$ cat src/rtl/sram_sprite_reader.sv
// Fetches packed sprite words from SRAM and streams them out as COLOR_WIDTH-bit pixels.
// Pixels leave LSB-nibble first; each new word is fetched only after the previous one is drained.
module sram_sprite_reader #(
    parameter int COLOR_WIDTH     = 4,
    parameter int SRAM_DATA_WIDTH = 16,
    parameter int SRAM_ADDR_WIDTH = 20,
    parameter int PIX_CNT_WIDTH   = 16,
    parameter int RD_LAT          = 2
) (
    input  logic                       i_clk,
    input  logic                       i_rst,
    input  logic                       i_start,
    input  logic [SRAM_ADDR_WIDTH-1:0] i_base_addr,
    input  logic [PIX_CNT_WIDTH-1:0]   i_pixel_count,
    output logic                       o_sram_rd,
    output logic [SRAM_ADDR_WIDTH-1:0] o_sram_addr,
    input  logic [SRAM_DATA_WIDTH-1:0] i_sram_rdata,
    output logic                       o_pixel_valid,
    input  logic                       i_pixel_ready,
    output logic [COLOR_WIDTH-1:0]     o_color,
    output logic [PIX_CNT_WIDTH-1:0]   o_pixel_index,
    output logic                       o_busy,
    output logic                       o_done,
    output logic [2:0]                 o_dbg_state
);

    localparam int PIX_PER_WORD = SRAM_DATA_WIDTH / COLOR_WIDTH;
    localparam int SHIFT        = $clog2(PIX_PER_WORD);
    localparam int WCNT_W       = $clog2(RD_LAT + 1);

    typedef enum logic [2:0] {
        IDLE   = 3'd0,
        READ   = 3'd1,
        WAIT   = 3'd2,
        UNPACK = 3'd3,
        DONE   = 3'd4
    } state_t;

    state_t                     state, state_next;
    logic [SRAM_ADDR_WIDTH-1:0] base_r;
    logic [SRAM_ADDR_WIDTH-1:0] addr_r;
    logic [PIX_CNT_WIDTH-1:0]   count_r;
    logic [PIX_CNT_WIDTH-1:0]   idx_r;
    logic [PIX_CNT_WIDTH-1:0]   idx_inc;
    logic [SRAM_DATA_WIDTH-1:0] shift_r;
    logic [WCNT_W-1:0]          wait_cnt;
    logic                       data_due;

    assign idx_inc  = idx_r + 1'b1;
    assign data_due = (wait_cnt == WCNT_W'(RD_LAT));

    always_ff @(posedge i_clk) begin
        if (i_rst) state <= IDLE;
        else       state <= state_next;
    end

    always_comb begin
        state_next    = state;
        o_sram_rd     = 1'b0;
        o_pixel_valid = 1'b0;
        o_busy        = 1'b0;
        o_done        = 1'b0;
        case (state)
            IDLE: begin
                if (i_start) state_next = (i_pixel_count == '0) ? DONE : READ;
            end
            READ: begin
                o_sram_rd  = 1'b1;
                o_busy     = 1'b1;
                state_next = WAIT;
            end
            WAIT: begin
                o_sram_rd = 1'b1;
                o_busy    = 1'b1;
                if (data_due) state_next = UNPACK;
            end
            UNPACK: begin
                o_pixel_valid = 1'b1;
                o_busy        = 1'b1;
                if (i_pixel_ready) begin
                    if (idx_inc == count_r)              state_next = DONE;
                    else if (idx_inc[SHIFT-1:0] == '0)   state_next = READ;
                end
            end
            DONE: begin
                o_done     = 1'b1;
                state_next = IDLE;
            end
            default: state_next = IDLE;
        endcase
    end

    // The strobe stays high through WAIT, so the address register must not move until UNPACK.
    always_ff @(posedge i_clk) begin
        if (i_rst) begin
            base_r   <= '0;
            addr_r   <= '0;
            count_r  <= '0;
            idx_r    <= '0;
            shift_r  <= '0;
            wait_cnt <= '0;
        end else begin
            case (state)
                IDLE: begin
                    if (i_start) begin
                        base_r  <= i_base_addr;
                        addr_r  <= i_base_addr;
                        count_r <= i_pixel_count;
                        idx_r   <= '0;
                    end
                end
                READ: wait_cnt <= WCNT_W'(1);
                WAIT: begin
                    if (data_due) shift_r  <= i_sram_rdata;
                    else          wait_cnt <= wait_cnt + 1'b1;
                end
                UNPACK: begin
                    if (i_pixel_ready) begin
                        shift_r <= shift_r >> COLOR_WIDTH;
                        idx_r   <= idx_inc;
                        if (idx_inc[SHIFT-1:0] == '0)
                            addr_r <= base_r + SRAM_ADDR_WIDTH'(idx_inc >> SHIFT);
                    end
                end
                default: ;
            endcase
        end
    end

    assign o_sram_addr   = addr_r;
    assign o_color       = shift_r[COLOR_WIDTH-1:0];
    assign o_pixel_index = idx_r;
    assign o_dbg_state   = state;

endmodule

$ cat config.mk
export PLATFORM = sky130hd
export DESIGN_NAME = sram_sprite_reader
export DESIGN_NICKNAME = d
export VERILOG_FILES = /design/src/rtl/sram_sprite_reader.sv
export SDC_FILE = /design/constraint.sdc
export NUM_CORES = 1
export LEC_CHECK = 0
export BUFFER_PORTS_ARGS = -buffer_cell sky130_fd_sc_hd__buf_2
export CORE_ASPECT_RATIO = 1.75
export CORE_MARGIN = 5
export CORE_UTILIZATION = 41
export CTS_CLUSTER_DIAMETER = 150
export CTS_CLUSTER_SIZE = 28
export DETAILED_ROUTE_END_ITERATION = 6
export SLEW_MARGIN = 30
export SYNTH_ARGS = -nofsm -noshare
export SYNTH_HDL_FRONTEND = slang
export SYNTH_SLANG_ARGS = --single-unit
$ cat constraint.sdc
create_clock -name i_clk -period 4.3 [get_ports i_clk]
set_input_delay 0.43 -clock i_clk [delete_from_list [all_inputs] [get_ports i_clk]]
set_output_delay 0.43 -clock i_clk [all_outputs]
set_load 0.02 [all_outputs]
==> results of run 1 <==
[synthesized netlist by cell type (all sizes together), types with 3 or more instances]
| library cell | n | area share |
|---|---|---|
| nand2 | 149 | 0.099 |
| dfxtp | 93 | 0.33 |
| a21oi | 81 | 0.072 |
| nor2 | 72 | 0.048 |
| clkbuf | 34 | 0.023 |
| o21ai | 23 | 0.020 |
| ha | 22 | 0.049 |
| xnor2 | 21 | 0.033 |
| buf | 20 | 0.020 |
| a311oi | 19 | 0.030 |
| nand3 | 19 | 0.017 |
| a211oi | 14 | 0.020 |
| inv | 14 | 0.0093 |
| nor3 | 14 | 0.012 |
| xor2 | 14 | 0.022 |
| nor4 | 10 | 0.011 |
| a22oi | 9 | 0.012 |
| nand4 | 9 | 0.014 |
| or3 | 9 | 0.011 |
| and3 | 7 | 0.0087 |
| nand2b | 7 | 0.0078 |
| mux2i | 5 | 0.0089 |
| o211ai | 5 | 0.0067 |
| a21o | 4 | 0.0053 |
| and2 | 4 | 0.0044 |
| and4 | 4 | 0.0064 |
| nor2b | 4 | 0.0044 |
| nand3b | 3 | 0.0040 |
| o21a | 3 | 0.0040 |
| o21bai | 3 | 0.0040 |
| o22ai | 3 | 0.0033 |
| o311ai | 3 | 0.0047 |
| or2 | 3 | 0.0033 |
| or4 | 3 | 0.0040 |
| xnor3 | 3 | 0.012 |
[cell type report]
class,instances,area (sq um)
Clock buffer,10,239
Multi-Input combinational cell,578,3480
Clock inverter,5,83.8
Sequential cell,93,1860
Timing Repair Buffer,116,616
Fill cell,1384,6910
Tap cell,174,218
Inverter,14,52.6
[metal layers]
layer  GRT usage  wire length [microns]  vias up  part of all wire
li1            -                      -     2752                 -
met3      0.0355                    702       50             0.038
met1       0.238                   6900     2595              0.37
met5           0                      0        -                 0
met4       0.122                    867        0             0.047
met2       0.433                  10100      145              0.54
[stage by stage]
stage               hold WS [ns]   util
finish                     0.322  0.487
CTS                        0.310  0.487
floorplan                  0.437      -
global placement           0.439  0.463
global route               0.315  0.487
detailed placement         0.456  0.463
[registers in the layout, indices dropped and copies added (netlist names)]
signal and flops:
base_r 20, o_sram_addr 20, count_r 16, o_pixel_index 16, shift_r 16, o_dbg_state 3
wait_cnt 2
[worst reg2reg max path: stages, from the launching register on]
cell and delay, ns:
dfxtp_1 0.53, nand4_1 0.25, or3_2 0.51, xor2_1 0.25, inv_1 0.10, ha_1 0.36
nand2_1 0.08, nor4_1 0.39, nor2_1 0.16, a2111oi_2 0.49, or3_1 0.18, a21oi_1 0.05
o41ai_1 0.33
[final timing paths]
kind / start / end / cells after the start
max reg2reg: o_pixel_index[0]$_SDFFE_PP0P_ / o_sram_addr[15]$_SDFFE_PP0P_ / 12
max: o_pixel_index[0]$_SDFFE_PP0P_ / o_sram_addr[15]$_SDFFE_PP0P_ / 12
min reg2reg: base_r[0]$_SDFFE_PP0P_ / base_r[0]$_SDFFE_PP0P_ / 2
min: i_sram_rdata[14] / shift_r[14]$_SDFFE_PP0P_ / 3
[kinds of logic (layout without fill, tap and decap cells)]
family,count (synthesis),after routing
AOI/OAI and AO/OA,183,183
DFF,93,93
buffers and inverters,68,145
xor gates and xnor gates,40,40
muxes,6,6
adders and majority gates,23,23
and+or+nand+nor,326,326
[power by group through the flow]
stage	clock network, mW	registers [mW]	logic, mW
after global routing	0.936	1.21	1.26
final	0.878	1.19	1.13
after detailed placement	0	1.20	1.14
after CTS	0.898	1.19	1.14
after floorplan	0	1.21	0.744
after global placement	0	1.20	1.12
==> metrics, run 1 <==
Sw Ratio 0.383; commonest non-fill, non-tap cell in the layout nand2_1; post-route insts no fill 990; Worst path slowest cell dfxtp_1; Worst-Skew Late Latency 0.35 ns; mux contribution to synthesized area 0.0109; adder-cell area share of the yosys netlist 0.0525; vias in the first global route 5415; most frequent cells in the layout nand2_1, buf_2, dfxtp_1; setup slack, reg-to-reg ~0.52 ns; vias per inst about 5.6; FP Rows 56; initial antenna violation count 0; hpwl dp about 15000 microns; DRT Pass-1 Iters 5; Sink Count 93; drt drc 0; PortBufs between 100 and 150; internal power ~2.0 mW; CP Class reg -> reg; via count around 5.5k; peak per-stage delay on the critical path 0.53 ns; Final WS setup between 0.5 and 0.6 ns; part of the power in registers 0.371; Layout area overhead 16.3%; yosys warns 0; drt first-iter violations about 260; H-tree levels 3; status finished, final reports clean; Bufs on Longest Clock Path 2; nets@finish between 800 and 900; Tcrit/Tclk final 0.879; Combinational Power Share 0.354; total global-route track usage 0.229; n_diodes 0; CP top delay family simple AND/OR/NAND/NOR gates; max_slew headroom 0.419; Req. time, crit path 4.54 ns; hold crit path type in -> reg; sequential share of the synthesized area 0.331; #FFs+latches synth 93; RD Place Congestion about 0.93; Cells after Synth 739; setup bufs post-CTS 0; CP endpoint kind flip-flop; Placement Cell Area 6220 sq um; CTS Buf Count 9; final non-filler cell area 6550 sq um; die height ~170 microns; WP buf/inv 1; post-cts sizing count 0; Synth Cell Area approximately 5600 sq um; XOR/XNOR Fraction of Synth Area 0.0756; drt wl/cell 18.7 microns; Yosys cell types 69; WP data arrival between 4 and 5 ns; EDFF count, synth 0; VDD IR-drop max around 0.31 mV; core box area roughly 13000 sq um; minimum clock period between 3 and 4 ns; Power Total 3.19 mW; Slew Limit Fails 0; cts-stage hold buffer count 0; Routed Antenna Nets 0; Setup TNS Final 0 ns; worst path cell trace nand4_1 -> or3_2 -> xor2_1 -> inv_1 -> ha_1 -> nand2_1 -> nor4_1 -> nor2_1 -> a2111oi_2 -> or3_1 -> a21oi_1 -> o41ai_1; Reg clk slew, reported paths about 0.07 ns; maximum clock frequency between 200 and 300 MHz; Clk network pwr share 0.275; IO Pins about 100; crit start category flip-flop; Synth Area in Simple Gates 0.270; final setup violation count 0; pin count of the biggest net entering global routing 55; share of cells above drive strength 1 0.184; complex-gate fraction of the synthesized area 0.208; Slew @ Worst Pin 0.864 ns; global route overflow 0; largest family of logic cells by synthesized area simple AND/OR/NAND/NOR gates; LEAKAGE about 2.7 nW; placed insts just under 1k; CTS tree yes; Post-Syn Area per Cell approximately 7.6 sq um; Place WS about 0.54 ns; die area roughly 16000 sq um; Starting Density 0.418; skew final about 0.0092 ns; RSZ-0062 raised after global routing no; first-pass GRT wire length 28700 microns; final hold viol count 0; Psw 1.22 mW; MaxCap Viol Count 0; Worst Path Max Fanout 10; clk root buf clkbuf_16; post-synthesis net count 818; pwr dens between 400 and 500 nW/um^2; die width between 90 and 100 microns; FFs w/ async S/R, synth 0; ys flop type dfxtp_1; DRT Wirelength around 19000 microns
Note: power is estimated with default switching activity, not from simulation.
==> inputs of run 2 (changes only) <==
--- a/constraint.sdc
+++ b/constraint.sdc
@@ -3,2 +3,2 @@
 set_output_delay 0.43 -clock i_clk [all_outputs]
-set_load 0.02 [all_outputs]
+set_load 0.1 [all_outputs]
==> run 2 against run 1 <==
Sequential cell count unchanged. Critical path depth unchanged. Total power increased by 16%. Sequential power is essentially flat. Non-clock buffer count up 1. Worst hold slack better by 0.0046 ns. First-iteration DRC count rose by 19%. Critical path type unchanged. Largest cell class unchanged. Highest routed layer unchanged.
==> metrics, run 2 (synthesized netlist as in run 1, its figures left out) <==
status finished, final reports clean; MaxCap Viol Count 0 (unchanged); fillers 1361 (-1.7%); n_diodes 0 (unchanged); Bufs on Longest Clock Path 2 (unchanged); Worst-Skew Late Latency 0.35 ns (about the same); placed insts 976 (+0.10%); drt first-iter violations 314 (+19%); Tcrit/Tclk final 0.879 (about the same); drt wl/cell 18.9 microns (+0.66%); CP endpoint kind flip-flop; final setup violation count 0 (unchanged); CTS tree yes; drt drc 0 (unchanged); maximum clock frequency 265 MHz (about the same); worst path cell trace nand4_4 -> or3_2 -> xor2_1 -> inv_1 -> ha_1 -> nand2_1 -> nor4_1 -> nor2_1 -> a2111oi_2 -> or3_1 -> a21oi_1 -> o41ai_1; skew final 0.00863 ns (-0.000617 ns); Req. time, crit path 4.55 ns (about the same); initial antenna violation count 0 (unchanged); Layout area overhead 16.4%; H-tree levels 3 (unchanged); RD Place Congestion 0.928 (about the same); most frequent cells in the layout nand2_1, buf_2, dfxtp_1; via count 5590 (+0.87%); Worst path slowest cell dfxtp_1; Worst Path Max Fanout 9 (-1); WP data arrival 4.03 ns (about the same); area of the multi-input gates 3480 sq um (unchanged); CP Class reg -> reg; nets@finish 892 (+0.11%); first-pass GRT wire length 29100 microns (+1.3%); pwr dens 567 nW/um^2 (+16%); Sink Count 93 (unchanged); setup bufs post-CTS 0 (unchanged); crit start category flip-flop; Slew @ Worst Pin 0.863 ns (-0.00155 ns); final non-filler cell area 6550 sq um (+0.11%); post-route insts no fill 991 (+0.10%); die height 165 microns (unchanged); IO Pins 103 (unchanged); cts-stage hold buffer count 0 (unchanged); vias in the first global route 5545 (+2.4%); RSZ-0062 raised after global routing no; LEAKAGE 2.74 nW (+0.20%); max_slew headroom 0.420 (+0.00104); clk root buf clkbuf_16; minimum clock period 3.78 ns (+0.00107 ns); Setup TNS Final 0 ns (unchanged); hpwl dp 14600 microns (+0.50%); share of cells above drive strength 1 0.185 (+0.000999); global route overflow 0 (unchanged); core box area 13500 sq um (unchanged); CTS Buf Count 9 (unchanged); Routed Antenna Nets 0 (unchanged); Reg clk slew, reported paths 0.07 ns (about the same); commonest non-fill, non-tap cell in the layout nand2_1; total global-route track usage 0.231 (+0.00201); hold crit path type in -> reg; Slew Limit Fails 0 (unchanged); die width 98.6 microns (unchanged); DRT Wirelength 18700 microns (+0.77%); DRT Pass-1 Iters 5 (unchanged); final hold viol count 0 (unchanged); Starting Density 0.418 (unchanged); Placement Cell Area 6230 sq um (+0.12%); PortBufs 102 (unchanged); pin count of the biggest net entering global routing 55 (unchanged); vias per inst 5.64 (+0.76%); FP Rows 56 (unchanged); sequential cell area 1860 sq um (unchanged); post-cts sizing count 0 (unchanged); VDD IR-drop max 0.230 mV (-26%); die area 16300 sq um (unchanged); peak per-stage delay on the critical path 0.55 ns (+0.02 ns)
[run 2: changes by cell type in the layout (fill, tap and decap cells not counted), sizes merged]
cell	delta
buf	+1
[run 2: critical path, delay by kind of cell, from the launching register on]
| family | cells | cell delay, ns |
|---|---|---|
| compound gates | 3 | 0.86 |
| xor+xnor | 1 | 0.26 |
| flops | 1 | 0.55 |
| simple gates | 6 | 1.56 |
| buf+inv | 1 | 0.10 |
| fa+ha+maj | 1 | 0.36 |
[run 2: final cells by class]
cell class,count,share of cell area
Clock buffer,10,0.0365
Clock inverter,5,0.0128
Inverter,14,0.00802
Multi-Input combinational cell,578,0.530
Sequential cell,93,0.284
Tap cell,174,0.0332
Timing Repair Buffer,117,0.0951
[run 2: path summary, 6_finish.rpt]
check	to	startpoint	depth (start not counted)	slack, ns
setup / recovery	o_sram_addr[15]$_SDFFE_PP0P_	o_pixel_index[4]$_SDFFE_PP0P_	12	0.52
hold / removal	shift_r[14]$_SDFFE_PP0P_	i_sram_rdata[14]	3	0.33
setup reg to reg	o_sram_addr[15]$_SDFFE_PP0P_	o_pixel_index[4]$_SDFFE_PP0P_	12	0.52
hold reg to reg	o_sram_addr[2]$_SDFFE_PP0P_	o_sram_addr[2]$_SDFFE_PP0P_	2	0.46
[run 2: metrics by stage]
step	hold WS (ns)	worst slack, ns	power (mW)	utilization
2_1_floorplan	0.437	0.304	2.48	-
3_3_place_gp	0.439	0.656	2.85	0.463
3_5_place_dp	0.454	0.546	2.87	0.463
4_1_cts	0.315	0.517	3.75	0.487
5_1_grt	0.317	0.145	3.93	0.487
6_report	0.326	0.520	3.72	0.487
[run 2: layer usage]
layer | GRT usage | wire length [microns] | share of wire
met5 | 0 | 0 | 0
met4 | 0.136 | 1100 | 0.059
met3 | 0.0406 | 689 | 0.037
met2 | 0.432 | 10000 | 0.54
met1 | 0.235 | 6880 | 0.37
[run 2: report_power, final]
| group | switching, mW | total, mW | internal [mW] |
|---|---|---|---|
| Combinational | 1.23 | 1.65 | 0.424 |
| Clock | 0.353 | 0.878 | 0.525 |
| Sequential | 0.162 | 1.19 | 1.02 |
==> inputs of run 3 (changes only) <==
- ABC_AREA: unset -> 1
- HOLD_SLACK_MARGIN: unset -> 0.12
- SETUP_SLACK_MARGIN: unset -> 0.3
==> run 3 against run 2 <==
Clock skew decreased by 0.0020 ns. Sequential power decreased by 3%. Sequential cell count unchanged. Core utilization increased by 0.45 points. Via count decreased by 5.5%. Highest routed layer unchanged. Synthesized cell count increased by 3.5%. Die area decreased by 7.1%. Critical path depth increased by 4. Total power increased by 0.31%. Largest power group unchanged. Register-to-register slack improved by 0.55 ns. Global-route usage decreased by 1.9 points. Cell count increased by 2.6%.
==> metrics, run 3 <==
die height 159 microns (-3.7%); FP Rows 54 (-3.6%); Worst path slowest cell dfxtp_1; drt first-iter violations 209 (-33%); R2R depth 16 (+4); CTS Buf Count 9 (unchanged); minimum clock period 3.23 ns (-0.553 ns); Worst Path Max Fanout 8 (-1); yosys warns 0 (unchanged); Yosys cell types 37 (-46%); final setup violation count 0 (unchanged); setup bufs post-CTS 0 (unchanged); FFs w/ async S/R, synth 0 (unchanged); cell with the most instances after synthesis nand2_1; CTS tree yes; pin count of the biggest net entering global routing 52 (-5.5%); clk root buf clkbuf_16; CP endpoint kind flip-flop; worst path cell trace ha_1 -> nand3_2 -> nand2_1 -> nand2_1 -> ha_1 -> nand2_1 -> nand2_1 -> a21oi_1 -> o21ai_0 -> nand4_1 -> nand2_1 -> nand3_1 -> nand2_1 -> nand2_1 -> o21ai_0 -> a21oi_1; HP Start i_sram_rdata[15]; global route overflow 0 (unchanged); CP Class reg -> reg; CP top delay family simple AND/OR/NAND/NOR gates; Slew Limit Fails 0 (unchanged); drt wl/cell 15.5 microns (-18%); hpwl dp 11800 microns (-19%); RD Place Congestion 0.922 (-0.69%); initial antenna violation count 0 (unchanged); Hold Path End shift_r[15]$_SDFFE_PP0P_; core box area 12400 sq um (-7.6%); max_slew headroom 0.592 (+0.172); hold crit path type in -> reg; area leader, netlist dfxtp_1; Post-Syn Area per Cell 6.79 sq um (-11%); Synth top area share 0.358 (+0.0275); DRT Wirelength 15700 microns (-16%); maximum clock frequency 310 MHz (+17%); EDFF count, synth 0 (unchanged); Sink Count 93 (unchanged); Routed Antenna Nets 0 (unchanged); PortBufs 102 (unchanged); commonest non-fill, non-tap cell in the layout nand2_1; most frequent cells in the layout nand2_1, buf_2, a21oi_1; ys flop type dfxtp_1; H-tree levels 3 (unchanged); cts-stage hold buffer count 0 (unchanged); commonest cells in the netlist nand2_1, a21oi_1, dfxtp_1, inv_1, o21ai_0; first-pass GRT wire length 25400 microns (-13%); RR Endpoint o_sram_addr[16]$_SDFFE_PP0P_; sequential share of the synthesized area 0.358 (+0.0275); share of cells above drive strength 1 0.172 (-0.0129); R2R Path Start o_pixel_index[0]$_SDFFE_PP0P_; drt drc 0 (unchanged); Slew @ Worst Pin 0.612 ns (-0.251 ns); post-cts sizing count 0 (unchanged); vias per inst 5.19 (-8.0%); nets@finish 924 (+3.6%); Layout area overhead 17.6%; crit start category flip-flop; Worst-Skew Late Latency 0.35 ns (about the same); VDD IR-drop max 0.466 mV (+100%); WP buf/inv 0 (-1); LEAKAGE 2.80 nW (+2.2%); Tcrit/Tclk final 0.751 (-0.129); skew final 0.00668 ns (-0.00195 ns); Cells after Synth 765 (+3.5%); total global-route track usage 0.212 (-0.0186); vias in the first global route 5275 (-4.9%); Bufs on Longest Clock Path 2 (unchanged); peak per-stage delay on the critical path 0.48 ns (-0.07 ns); #FFs+latches synth 93 (unchanged); via count 5280 (-5.5%); Util after Layout 0.492 (+0.00448); WP data arrival 3.44 ns (-0.59 ns); top cells by area, synth dfxtp_1, nand2_1, a21oi_1; Reg clk slew, reported paths 0.07 ns (about the same); hold depth 3 (unchanged); MaxCap Viol Count 0 (unchanged); CP dominant cell by count nand2_1; Critical Path Stages 16 (+4); pwr dens 610 nW/um^2 (+7.6%); post-synthesis net count 844 (+3.2%); DRT Pass-1 Iters 4 (-1); IO Pins 103 (unchanged); Synth Cell Area 5200 sq um (-7.7%); Final WS setup 1.07 ns (+0.553 ns); Starting Density 0.418 (about the same); n_diodes 0 (unchanged); Setup TNS Final 0 ns (unchanged); setup slack, reg-to-reg 1.07 ns (+0.55 ns); Req. time, crit path 4.51 ns (-0.04 ns); status finished, final reports clean; die area 15100 sq um (-7.1%); die width 95.1 microns (-3.5%); Place WS 1.07 ns (+0.525 ns); final hold viol count 0 (unchanged); RSZ-0062 raised after global routing no
[run 3: cell types whose count changed after synthesis, sizes merged, moves of 13 or more]
cell,before,now
a211oi,14,1
o21ai,23,58
a21oi,81,100
nand3,19,54
nor2,72,50
nand2,149,215
a311oi,19,0
a31oi,1,18
inv,14,61
xnor2,21,4
[run 3: stage by stage]
stage                     hold WS (ns)  total power, mW  std cells  instance area (sq um)
after floorplan                  0.431             2.55        765                   5200
after global placement           0.450             2.87       1002                   5790
after detailed placement         0.456             2.88       1002                   5790
after CTS                        0.323             3.75       1017                   6110
after global routing             0.341             3.93       1017                   6110
final                            0.332             3.73       1017                   6110
[run 3: logic make-up (layout without fill, tap and decap cells)]
kind of cell,Yosys count,in the layout,synth area share
AND/OR/NAND/NOR,341,341,0.280
adder cells (fa/ha/maj),23,23,0.0568
flip-flops,93,93,0.358
XOR/XNOR,16,16,0.0296
buffers and inverters,100,184,0.0782
AO/OA/AOI/OAI,192,192,0.197
[run 3: per-layer routing]
metal  track usage  wire [microns]
met5             0               0
met4        0.0729             277
met3        0.0340             731
met2         0.393            8470
met1         0.236            6230
[run 3: area by class of cell]
class	count	area, sq um
tap	168	210
sequential	93	1860
inverter	61	229
multi-input combinational	572	2930
fill	1364	6320
timing repair buffer	108	558
clock buffer	9	225
clock inverter	6	96.3
[run 3: how the worst max path moves through the flow]
stage / start / to / slack [ns]
floorplan: o_dbg_state[0]$_SDFFE_PP0P_ / o_dbg_state[1]$_SDFFE_PP0P_ / 0.50
global placement: o_pixel_index[0]$_SDFFE_PP0P_ / o_sram_addr[16]$_SDFFE_PP0P_ / 1.14
detailed placement: o_pixel_index[0]$_SDFFE_PP0P_ / o_sram_addr[16]$_SDFFE_PP0P_ / 1.07
CTS: o_pixel_index[0]$_SDFFE_PP0P_ / o_sram_addr[16]$_SDFFE_PP0P_ / 1.05
global route: o_pixel_index[0]$_SDFFE_PP0P_ / o_sram_addr[16]$_SDFFE_PP0P_ / 0.71
finish: o_pixel_index[0]$_SDFFE_PP0P_ / o_sram_addr[16]$_SDFFE_PP0P_ / 1.07
[run 3: worst reg2reg max path, cell delays in order, from the launching register on]
cell and delay [ns]:
dfxtp_1 0.48, ha_1 0.35, nand3_2 0.17, nand2_1 0.16, nand2_1 0.11, ha_1 0.34, nand2_1 0.08, nand2_1 0.06
a21oi_1 0.09, o21ai_0 0.36, nand4_1 0.13, nand2_1 0.23, nand3_1 0.14, nand2_1 0.08, nand2_1 0.04, o21ai_0 0.19
a21oi_1 0.08
[run 3: power by group]
part           total [mW]  internal, mW  switching, mW
clock network       0.874         0.514          0.361
logic                1.71         0.342           1.37
registers            1.15          1.04          0.104
